`src/rtl/fpmac_seq.sv`:
```
`default_nettype none
// ============================================================================
// Module   : fpmac_seq
// Purpose  : Sequential dot-product controller that streams operand pairs
//            through an external combinational FP MAC and folds the result
//            into an accumulator. Optional macro: FPMAC_SEQ_EXC_FLAG_EN adds
//            a sticky exponent-all-ones flag output (exc).
// Revision : 1.0 - initial release
// ============================================================================
module fpmac_seq #(
  parameter int BIT_WIDTH  = 32,
  parameter int EXP_WIDTH  = 8,
  parameter int MANT_WIDTH = 23,
  parameter int LEN_WIDTH  = 8
) (
  input  logic                 clk,
  input  logic                 rst,
  input  logic                 start,
  input  logic [LEN_WIDTH-1:0] len,
  input  logic [BIT_WIDTH-1:0] init_c,
  input  logic                 in_valid,
  output logic                 in_ready,
  input  logic [BIT_WIDTH-1:0] in_a,
  input  logic [BIT_WIDTH-1:0] in_b,
  output logic [BIT_WIDTH-1:0] mac_a,
  output logic [BIT_WIDTH-1:0] mac_b,
  output logic [BIT_WIDTH-1:0] mac_c,
  input  logic [BIT_WIDTH-1:0] mac_res,
  output logic                 out_valid,
  input  logic                 out_ready,
  output logic [BIT_WIDTH-1:0] out_data,
`ifdef FPMAC_SEQ_EXC_FLAG_EN
  output logic                 exc,
`endif
  output logic                 busy
);

  localparam logic [LEN_WIDTH-1:0] LEN_ONE = {{(LEN_WIDTH-1){1'b0}}, 1'b1};

  typedef enum logic [1:0] {
    IDLE = 2'd0,
    ACC  = 2'd1,
    DONE = 2'd2
  } state_t;

  state_t               state;
  state_t               state_nx;
  logic [BIT_WIDTH-1:0] acc;
  logic [LEN_WIDTH-1:0] cnt;
  logic [LEN_WIDTH-1:0] len_q;
  logic                 take_start;
  logic                 beat;

  always_comb begin
    state_nx   = state;
    in_ready   = 1'b0;
    out_valid  = 1'b0;
    take_start = 1'b0;
    beat       = 1'b0;
    case (state)
      IDLE: begin
        if (start) begin
          take_start = 1'b1;
          state_nx   = (len != '0) ? ACC : DONE;
        end
      end
      ACC: begin
        in_ready = 1'b1;
        beat     = in_valid;
        // cnt+1 is compared at LEN_WIDTH bits, so len=all-ones ends at cnt=max-1
        if (in_valid && ((cnt + LEN_ONE) == len_q)) state_nx = DONE;
      end
      DONE: begin
        out_valid = 1'b1;
        if (out_ready) state_nx = IDLE;
      end
      default: state_nx = IDLE;
    endcase
  end

  always_ff @(posedge clk) begin
    if (rst) begin
      state <= IDLE;
      acc   <= '0;
      cnt   <= '0;
      len_q <= '0;
    end else begin
      state <= state_nx;
      if (take_start) begin
        len_q <= len;
        acc   <= init_c;
        cnt   <= '0;
      end else if (beat) begin
        acc <= mac_res;
        cnt <= cnt + LEN_ONE;
      end
    end
  end

  assign mac_a    = in_a;
  assign mac_b    = in_b;
  assign mac_c    = acc;
  assign out_data = acc;
  assign busy     = (state != IDLE);

`ifdef FPMAC_SEQ_EXC_FLAG_EN
  // A new job restarts the flag from its own seed rather than clearing to 0.
  always_ff @(posedge clk) begin
    if (rst) begin
      exc <= 1'b0;
    end else if (take_start) begin
      exc <= &init_c[MANT_WIDTH +: EXP_WIDTH];
    end else if (beat) begin
      exc <= exc | (&in_a[MANT_WIDTH +: EXP_WIDTH]) | (&in_b[MANT_WIDTH +: EXP_WIDTH]);
    end
  end
`endif

endmodule
`default_nettype wire

```
`config.mk`:
```
export PLATFORM = sky130hd
export DESIGN_NAME = fpmac_seq
export DESIGN_NICKNAME = d
export VERILOG_FILES = /design/src/rtl/fpmac_seq.sv
export SDC_FILE = /design/constraint.sdc
export NUM_CORES = 1
export LEC_CHECK = 0
export ABC_AREA = 1
export CORE_AREA = 8 8 126 128
export CTS_CLUSTER_SIZE = 14
export DETAILED_ROUTE_END_ITERATION = 7
export DIE_AREA = 0 0 134 136
export GPL_ROUTABILITY_DRIVEN = 1
export PLACE_DENSITY_LB_ADDON = 0.15
export SLEW_MARGIN = 20
export SYNTH_ARGS = -nofsm -noshare
export SYNTH_HDL_FRONTEND = slang
export SYNTH_SLANG_ARGS = --single-unit
```
`constraint.sdc`:
```
create_clock -name clk -period 3.8 [get_ports clk]
set_input_delay 0.57 -clock clk [delete_from_list [all_inputs] [get_ports clk]]
set_output_delay 0.57 -clock clk [all_outputs]
set_load 0.005 [all_outputs]
```
==> impl_metrics.env <==
export IMPL_r2r_cells=8
export IMPL_synth_enable_flop_cells=0
export IMPL_fillers=1526
export IMPL_wl_um=10500
export IMPL_rows=44
export IMPL_hold_violations=0
export IMPL_synth_area_leader_cell="dfxtp_1"
export IMPL_grt_max_degree=65
export IMPL_holdBufCountCts=0
export IMPL_crit_type="in2reg"
export IMPL_synth_seq_area_share_pct=29.7
export IMPL_viasPerCell=4.28
export IMPL_num_vias=2995
export IMPL_finClkSkew_ns=0.00566
export IMPL_htree_levels=2
export IMPL_min_path_cells=2
export IMPL_syn_area_mm2=0.00337
export IMPL_status="finished, final reports clean"
export IMPL_numCtsBuffers=5
export IMPL_clkTransAtPathRegs_ns=0.07
export IMPL_synth_area_top_cells="dfxtp_1, buf_4, nand2_1"
export IMPL_final_seq_area_mm2=0.00100
export IMPL_slowest_stage="inv_4"
export IMPL_ys_flop_type="dfxtp_1"
export IMPL_dp_cells=692
export IMPL_diodes=0
export IMPL_die_w_um=134
export IMPL_ys_types=28
export IMPL_grt_pass1_wl_um=16000
export IMPL_cpPeakStageDelay_ns=0.56
export IMPL_overflow=0
export IMPL_crit_top_cell="inv_4"
export IMPL_cp_arrival_ns=2.44
export IMPL_clk_path_buf_depth=2
export IMPL_core_mm2=0.0140
export IMPL_stdcell_count=700
export IMPL_postRouteAntennaNets=0
export IMPL_finalSetupViolations=0
export IMPL_crit_chain="clkdlybuf4s50_1, clkinv_2, nor2_8, inv_4, nand2_2, inv_4, nand2_1, a21oi_1"
export IMPL_cts_root_buf="clkbuf_16"
export IMPL_yosys_warnings=0
export IMPL_drt_pre_antenna_iters=4
export IMPL_critical_path_top_delay_family="buffers and inverters"
export IMPL_syn_num_nets=620
export IMPL_yosys_register_bits=50
export IMPL_grt_pass1_vias=3004
export IMPL_finalCriticalPeriod_ns=2.22
export IMPL_netlist_top_cells_count="buf_4, nand2_1, dfxtp_1, a21oi_1, nor2_1"
export IMPL_slew_headroom_pct=48.3
export IMPL_post_cts_buffers=0
export IMPL_syn_inst=478
export IMPL_antenna_found_initial=0
export IMPL_initial_core_util_pct=24.0
export IMPL_rsz0062_at_grt="false"
export IMPL_met2_length_um=4920
export IMPL_synth_most_common_cell="buf_4"
export IMPL_wl_met1_um=4490
export IMPL_slew_viol_final=0
export IMPL_die_area_mm2=0.0182
export IMPL_hpwlAfterDp_um=7960
export IMPL_fin_crit_sh_pct=58.4
export IMPL_multi_input_area_mm2=0.00138
export IMPL_cts_tree="built"
export IMPL_cap_violations=0
export IMPL_power_density_mw_per_mm2=396
export IMPL_worst_setup_path_end_kind="flop"
export IMPL_cp_depth=8
export IMPL_worst_path_buf_inv=4
export IMPL_wl_met3_um=920
export IMPL_wl_per_cell_um=15.0
export IMPL_drc_errors=0
export IMPL_worstPathRequired_ns=4.02
export IMPL_die_y_um=136
export IMPL_peakVddDrop_mv=0.184
export IMPL_start_kind="input port"
export IMPL_area_delta_synth_final_pct=29.6
export IMPL_min_path_type="reg2reg"
export IMPL_async_flop_share_pct=0
export IMPL_p_total_uw=1730
export IMPL_fin_tns_setup_ns=0
export IMPL_worst_slew_pin_slew_ns=0.776
export IMPL_nets=657
export IMPL_synth_area_per_cell_um2=7.06
export IMPL_fmax_ghz=0.451
export IMPL_clock_sinks=50
export IMPL_routabilityCongestion=0.749
export IMPL_io_pin_count=272
export IMPL_power_leakage_uw=0.00166
export IMPL_first_iter_violations=121
export IMPL_grt_total_usage_pct=10.9
export IMPL_worstPathMaxFanout=64
export IMPL_port_buffers=143
export IMPL_route_top_layer_used="met4"
export IMPL_drive_above_1_share_pct=12.2
export IMPL_postCtsResizedCells=0
export IMPL_synth_top_cell_area_share_pct=29.7
export IMPL_clock_latency_ns=0.29
## power breakdown
group	switching [uW]	internal [uW]	total, uW
clock	207	261	468
combinational	281	329	611
sequential	59.8	591	650
total	548	1180	1730
## area by class of cell
class | instances | area share, %
flip-flops and latches | 50 | 22.9
inverters | 40 | 3.64
repair buffers | 145 | 33.1
clock inverters | 2 | 0.286
well taps | 184 | 5.27
multi-input cells | 273 | 31.6
clock buffers | 6 | 3.18
## layer usage
metal	track usage, %	vias up
li1	-	1494
met4	3.24	0
met2	18.7	118
met1	12.5	1366
met3	3.88	17
met5	0	-
## layout by cell type, fill, tap and decap left out, types with 2 or more instances in the layout
master | netlist | routed
nand3_1 | 17 | 17
clkinv_2 | 1 | 2
o21ai_0 | 17 | 17
nor2_2 | 31 | 31
nor2_1 | 43 | 43
nand3_2 | 5 | 5
inv_4 | 3 | 3
o211ai_1 | 2 | 2
dfxtp_1 | 50 | 50
nand2_2 | 6 | 6
clkdlybuf4s50_1 | 0 | 143
nand2_1 | 62 | 62
clkbuf_16 | 0 | 5
inv_1 | 34 | 34
a31oi_1 | 2 | 2
buf_4 | 98 | 2
a21oi_1 | 46 | 46
nor2_4 | 3 | 3
nand4_1 | 2 | 2
o21ai_1 | 31 | 31
nor2_8 | 2 | 2
## stage by stage
step	cell area, um2	hold WS, ns	utilization, %	setup slack, ns
2_1_floorplan	3370	0.473	-	2.41
3_3_place_gp	4220	0.469	30.1	1.26
3_5_place_dp	4220	0.478	30.1	1.22
4_1_cts	4370	0.489	31.1	1.54
5_1_grt	4370	0.507	31.1	1.34
6_report	4370	0.484	31.1	1.58
## sequential cells by signal (all words and copies together), names as in the netlist
register	flops
state	2
cnt	8
len_q	8
mac_c	32
## cell families (layout without fill, tap and decap cells)
kind of cell / count (synthesis) / after routing / share of synthesized area, %
buffers and inverters: 155 / 193 / 29.3
and+or+nand+nor: 171 / 171 / 25.1
AOI/OAI and AO/OA: 100 / 100 / 15.2
DFF: 50 / 50 / 29.7
xor gates and xnor gates: 1 / 1 / 0.260
adders and majority gates: 1 / 1 / 0.371
## path summary, 6_finish.rpt
path              slack [ns]                   start                endpoint
hold reg to reg         0.48  mac_c[21]$_SDFFE_PP0P_  mac_c[21]$_SDFFE_PP0P_
setup / recovery        1.58                   start  mac_c[24]$_SDFFE_PP0P_
hold / removal          0.48  mac_c[21]$_SDFFE_PP0P_  mac_c[21]$_SDFFE_PP0P_
setup reg to reg        1.78   state[1]$_SDFFE_PP0P_  mac_c[24]$_SDFFE_PP0P_
## worst reg2reg max path, cell delays in order (launching register included)
cell and delay [ns]:
dfxtp_1 0.44, nor2_4 0.08, inv_4 0.08, nor2_8 0.04, inv_4 0.28, nand2_2 0.12
inv_4 0.56, nand2_1 0.16, a21oi_1 0.18
(Power assumes the default switching activity.)
